**config.mk**
```make
export PLATFORM = sky130hd
export DESIGN_NAME = daddb_seq
export DESIGN_NICKNAME = d
export VERILOG_FILES = /design/src/rtl/daddb_seq.sv
export SDC_FILE = /design/constraint.sdc
export NUM_CORES = 1
export LEC_CHECK = 0
export BUFFER_PORTS_ARGS = -buffer_cell sky130_fd_sc_hd__buf_4
export CORE_MARGIN = 2
export CORE_UTILIZATION = 53
export CTS_BUF_LIST = sky130_fd_sc_hd__clkbuf_8
export DETAILED_ROUTE_END_ITERATION = 8
export PLACE_DENSITY = 0.88
export SYNTH_ARGS = -nofsm -noshare
export SYNTH_HDL_FRONTEND = slang
export SYNTH_SLANG_ARGS = --single-unit
export TNS_END_PERCENT = 20
```
**constraint.sdc**
```tcl
create_clock -name sys_clk -period 3.5 [get_ports sys_clk]
set_input_delay 1.05 -clock sys_clk [delete_from_list [all_inputs] [get_ports sys_clk]]
set_output_delay 1.05 -clock sys_clk [all_outputs]
set_load 0.03 [all_outputs]
```
**src/rtl/daddb_seq.sv**
```systemverilog
// daddb_seq: registered B-operand selector for the blitter data adder.
//
// Each of LANES output words is either the matching lane of source data or a
// broadcast word taken from the intensity or Z increment. A ready/valid
// output register, a per-lane enable mask and a lo-then-hi auto-sequenced
// broadcast mode sit on top of the basic mux.
//
// Optional feature, compiled in by defining the macro DADDB_NEG_EN:
//   two's-complement negation of the full 2*WIDTH broadcast increment
//   (controlled by in_neg) before it is split into lo/hi words. Without the
//   macro in_neg is accepted but ignored and no negation logic exists.
module daddb_seq #(
  parameter int LANES = 4,
  parameter int WIDTH = 16,
  parameter int CNTW  = 16
) (
  input  logic                   sys_clk,
  input  logic                   reset,
  input  logic                   in_valid,
  output logic                   in_ready,
  input  logic [2:0]             in_sel,
  input  logic                   in_seq,
  input  logic                   in_neg,
  input  logic [LANES-1:0]       lane_en,
  input  logic [LANES*WIDTH-1:0] srcd,
  input  logic [2*WIDTH-1:0]     iinc,
  input  logic [2*WIDTH-1:0]     zinc,
  output logic                   out_valid,
  input  logic                   out_ready,
  output logic [LANES*WIDTH-1:0] addb,
  output logic                   out_last,
  output logic [CNTW-1:0]        beat_cnt
);

  // Sequencer states: IDLE accepts requests, HI_PEND owes the hi word of a
  // sequenced pair and accepts nothing until that word has been loaded.
  localparam logic [0:0] ST_IDLE    = 1'b0;
  localparam logic [0:0] ST_HI_PEND = 1'b1;

  logic [0:0]             state;

  // Request context captured at accept time so that the hi beat of a
  // sequenced pair is immune to later changes on the input bus. Only the
  // already-selected (and possibly negated) hi word is needed.
  logic [WIDTH-1:0]       cap_hi;
  logic [LANES-1:0]       cap_en;

  logic                   accept;
  logic                   xfer;
  logic                   bcast;
  logic                   seq_req;
  logic [2*WIDTH-1:0]     inc_sel;
  logic [2*WIDTH-1:0]     inc_eff;
  logic [WIDTH-1:0]       bcast_word;
  logic [LANES*WIDTH-1:0] load_data;
  logic [LANES*WIDTH-1:0] hi_data;

  // Handshake: a new request may enter only when the sequencer is idle and
  // the output register is empty or being emptied this very cycle.
  assign in_ready = ~reset & (state == ST_IDLE) & (~out_valid | out_ready);
  assign accept   = in_valid & in_ready;
  assign xfer     = out_valid & out_ready;
  assign bcast    = in_sel[2];
  assign seq_req  = in_sel[2] & in_seq;

`ifdef DADDB_NEG_EN
  // Select the increment and negate the full double-width value so that a
  // lo/hi pair carries correctly across the word boundary.
  always_comb begin
    inc_sel = in_sel[1] ? zinc : iinc;
    inc_eff = in_neg ? (~inc_sel + 1'b1) : inc_sel;
  end
`else
  // Select the increment; in_neg has no effect in this build.
  always_comb begin
    inc_sel = in_sel[1] ? zinc : iinc;
    inc_eff = inc_sel;
  end

  logic unused_neg;
  assign unused_neg = in_neg;
`endif

  // Build the word to load on accept: source lanes or the broadcast word,
  // with disabled lanes forced to zero. A sequenced request always starts
  // with the lo word regardless of in_sel[0].
  always_comb begin
    // NOTE: every variable gets a default before any conditional logic so
    // that no path leaves it unassigned, which would infer a latch.
    load_data  = '0;
    bcast_word = (in_sel[0] & ~seq_req) ? inc_eff[2*WIDTH-1:WIDTH]
                                        : inc_eff[WIDTH-1:0];
    for (int k = 0; k < LANES; k++) begin
      if (lane_en[k]) begin
        load_data[k*WIDTH +: WIDTH] = bcast ? bcast_word
                                            : srcd[k*WIDTH +: WIDTH];
      end
    end
  end

  // Build the hi beat of a sequenced pair from the captured context only.
  always_comb begin
    hi_data = '0;
    for (int k = 0; k < LANES; k++) begin
      if (cap_en[k]) begin
        hi_data[k*WIDTH +: WIDTH] = cap_hi;
      end
    end
  end

  // Output register, sequencer state and request capture.
  always_ff @(posedge sys_clk) begin
    // NOTE: all state here uses non-blocking assignments so every register
    // samples pre-edge values, independent of statement order.
    if (reset) begin
      state     <= ST_IDLE;
      out_valid <= 1'b0;
      out_last  <= 1'b0;
      addb      <= '0;
      cap_hi    <= '0;
      cap_en    <= '0;
    end else if (accept) begin
      addb      <= load_data;
      out_valid <= 1'b1;
      out_last  <= ~seq_req;
      state     <= seq_req ? ST_HI_PEND : ST_IDLE;
      cap_hi    <= inc_eff[2*WIDTH-1:WIDTH];
      cap_en    <= lane_en;
    end else if ((state == ST_HI_PEND) && xfer) begin
      addb      <= hi_data;
      out_valid <= 1'b1;
      out_last  <= 1'b1;
      state     <= ST_IDLE;
    end else if (xfer) begin
      out_valid <= 1'b0;
    end
  end

  // Count transferred output beats; wraps naturally at 2^CNTW.
  always_ff @(posedge sys_clk) begin
    if (reset) begin
      beat_cnt <= '0;
    end else if (xfer) begin
      beat_cnt <= beat_cnt + 1'b1;
    end
  end

endmodule
```
==> metrics.md <==
| Metric | Value |
|---|---|
| Status | finished, final reports clean |
| R2R setup slack | 1290 ps |
| CTS Buf Count | 9 |
| Most frequent cells in the layout | 227 x buf_4, 103 x dfxtp_1, 67 x nand2b_1, 64 x a31oi_1, 63 x a221o_1 |
| Vias in the first global route | 5,302 |
| Vias per inst | 6.26 |
| Die X | 103 um |
| Fraction of layout cells with a size suffix above 1 | 36.3% |
| Clock root buffer | clkbuf_8 |
| Core area | 0.00968 sq mm |
| Synth unique cells | 42 |
| Leakage power | 2.97 nW |
| WL per Instance | 20.2 um |
| Syn nets | 704 |
| Worst-path fanout max | 48 |
| DRC viols | 0 |
| Worst Path Required | 2450 ps |
| Detailed-route via count | 5,572 |
| CTS resizes | 0 |
| Worst-Skew Late Latency | 370 ps |
| Hold Crit Class | register to register |
| Final setup TNS | 0 ps |
| CP max stage cell | buf_4 |
| Clock Path Buffers | 2 |
| CTS tree | done |
| Final wirelength | 18.0 mm |
| End point of the critical path | in_ready |
| Peak Freq | 351 MHz |
| Tightest Pin Transition | 948 ps |
| Synth top area share | 39.3% |
| Setup CP Type | input port to output pin |
| Die Y | 103 um |
| DRT Pass-1 Iters | 5 |
| N_diodes | 0 |
| Hold Slack | 472 ps |
| Critical path's largest stage delay | 410 ps |
| Crit path cell chain | buf_4, nor3_1, buf_4 |
| CP endpoint kind | output pin |
| Synth warnings | 0 |
| RSZ-0062 raised after global routing | no |
| Initial core utilization | 54.2% |
| CTS Sinks | 103 |
| Period utilization | 81.4% |
| Most common cell after layout, fill and taps aside | buf_4 |
| GRT overflow | 0 |
| Cells after Synth | 562 |
| #FFs+latches synth | 103 |
| Final ANT Viol Nets | 0 |
| Pwr Density | 355 mW/mm^2 |
| I/O pins | 224 |
| Largest net degree at the start of global routing | 83 |
| Final min period | 2850 ps |
| Reg2Reg Depth | 5 |
| H-Tree Depth | 3 |
| Pins Over Slew Limit | 0 |
| Initial drt markers | 409 |
| Area contributors post-synth | dfxtp_1 39%, a221o_1 12%, nand2b_1 8.0%, a31oi_1 7.6%, nand2_1 4.1% |
| Relative slew slack | 36.8% |
| RR Endpoint | addb[33] |
| Peak supply drop | 0.238 mV |
| Count of input and output buffers | 222 |
| Clock skew | 19.0 ps |
| Global-route wire length before repair | 26.9 mm |
| CP Launch Type | input port |
| GPL Wtd Cong | 0.895 |
| Setup bufs post-CTS | 0 |
| Layout fillers | 720 |
| CP startpoint | reset |
| Clock transition at path regs | 90 ps |
| Synth-to-layout area growth | 33.4% |
| Worst reg2reg startpoint | out_valid |
| Max Cap Viol | 0 |
| Dpl hpwl | 12.6 mm |
| Die Area | 0.0107 sq mm |
| Hold buffers post-CTS | 0 |
| Mapped cell area | 0.00525 sq mm |
| Largest area contributor in the netlist | dfxtp_1 |
| Sequential share of the synthesized area | 39.3% |
| Most common cell on crit path | buf_4 |
| CP arrival | 1800 ps |
| Setup violators final | 0 |
| Avg Inst Size Synth | 9.34 sq um |
| Total Routing Usage GR | 32.5% |
| Rows | 36 |
| Hold Fails Final Rpt | 0 |
| Initial antenna violation count | 0 |
| Fin nets | 894 |
-- through the flow --
step	total power, mW	instance area [sq um]	instances	worst slack (ps)	util, %
6_report	2.48	7000	890	652	72.3
2_1_floorplan	1.57	5250	562	352	-
5_1_grt	2.57	7000	890	603	72.3
3_5_place_dp	1.80	6820	874	617	70.4
4_1_cts	2.48	7000	890	648	72.3
3_3_place_gp	1.79	6820	874	660	70.4
-- cells in the mapped netlist (all sizes together) --
library cell / instances
nand4: 7
buf: 33
dfxtp: 103
a211o: 1
nor3: 5
nor3b: 2
nor2b: 5
ha: 1
a221o: 63
a31oi: 64
and4: 1
or3: 1
nor2: 19
mux2: 36
a32oi: 1
nand2b: 67
nor4: 4
a21oi: 24
and3b: 1
nand2: 59
and3: 5
clkbuf: 15
o21ai: 2
nand3: 24
xor2: 4
xnor2: 6
a311oi: 1
and2: 3
inv: 5
-- sequential cells by signal (all words and copies together), names as in the netlist --
| signal | count |
|---|---|
| cap_hi | 16 |
| addb | 64 |
| cap_en | 4 |
| out_last | 1 |
| out_valid | 1 |
| state | 1 |
| beat_cnt | 16 |
-- cells by family after synthesis --
kind of cell,Yosys count,synth area share [%]
xor gates and xnor gates,10,1.67
and+or+nand+nor,203,22.3
adders and majority gates,1,0.238
AOI/OAI and AO/OA,156,22.7
buffers and inverters,53,6.01
muxes,36,7.73
DFF,103,39.3
-- how the worst min path moves through the flow --
| stage | start | endpoint | slack (ps) | cells past startpoint |
|---|---|---|---|---|
| finish | cap_en[1] | cap_en[1] | 470 | 2 |
| global route | cap_en[2] | cap_en[2] | 500 | 2 |
| CTS | cap_en[1] | cap_en[1] | 470 | 2 |
| detailed placement | cap_en[1] | cap_en[1] | 460 | 2 |
| global placement | cap_hi[15] | cap_hi[15] | 450 | 2 |
| floorplan | cap_en[3] | cap_en[3] | 440 | 2 |
-- layer usage --
layer,part of all wire [%],GRT usage (%)
met5,0,0
met4,3.4,15.5
met3,11,7.53
met2,49,53.4
met1,37,40.3
-- worst max-delay path, delay by kind of cell --
kind                   cells  cell delay [ps]
buffers and inverters      2              600
AND/OR/NAND/NOR            1              120
-- where the power goes --
part	total, mW	switching (mW)	internal, mW
logic	0.520	0.279	0.241
clock network	0.698	0.432	0.266
registers	1.26	0.0432	1.22
-- cell type report --
class | count | area [sq um] | area share (%)
Timing Repair Buffer | 227 | 1700 | 24.3
Tap cell | 133 | 166 | 2.38
Clock inverter | 7 | 56.3 | 0.804
Multi-Input combinational cell | 406 | 2870 | 41.0
Inverter | 5 | 18.8 | 0.268
Sequential cell | 103 | 2060 | 29.5
Clock buffer | 9 | 124 | 1.77
(Power assumes the default switching activity.)
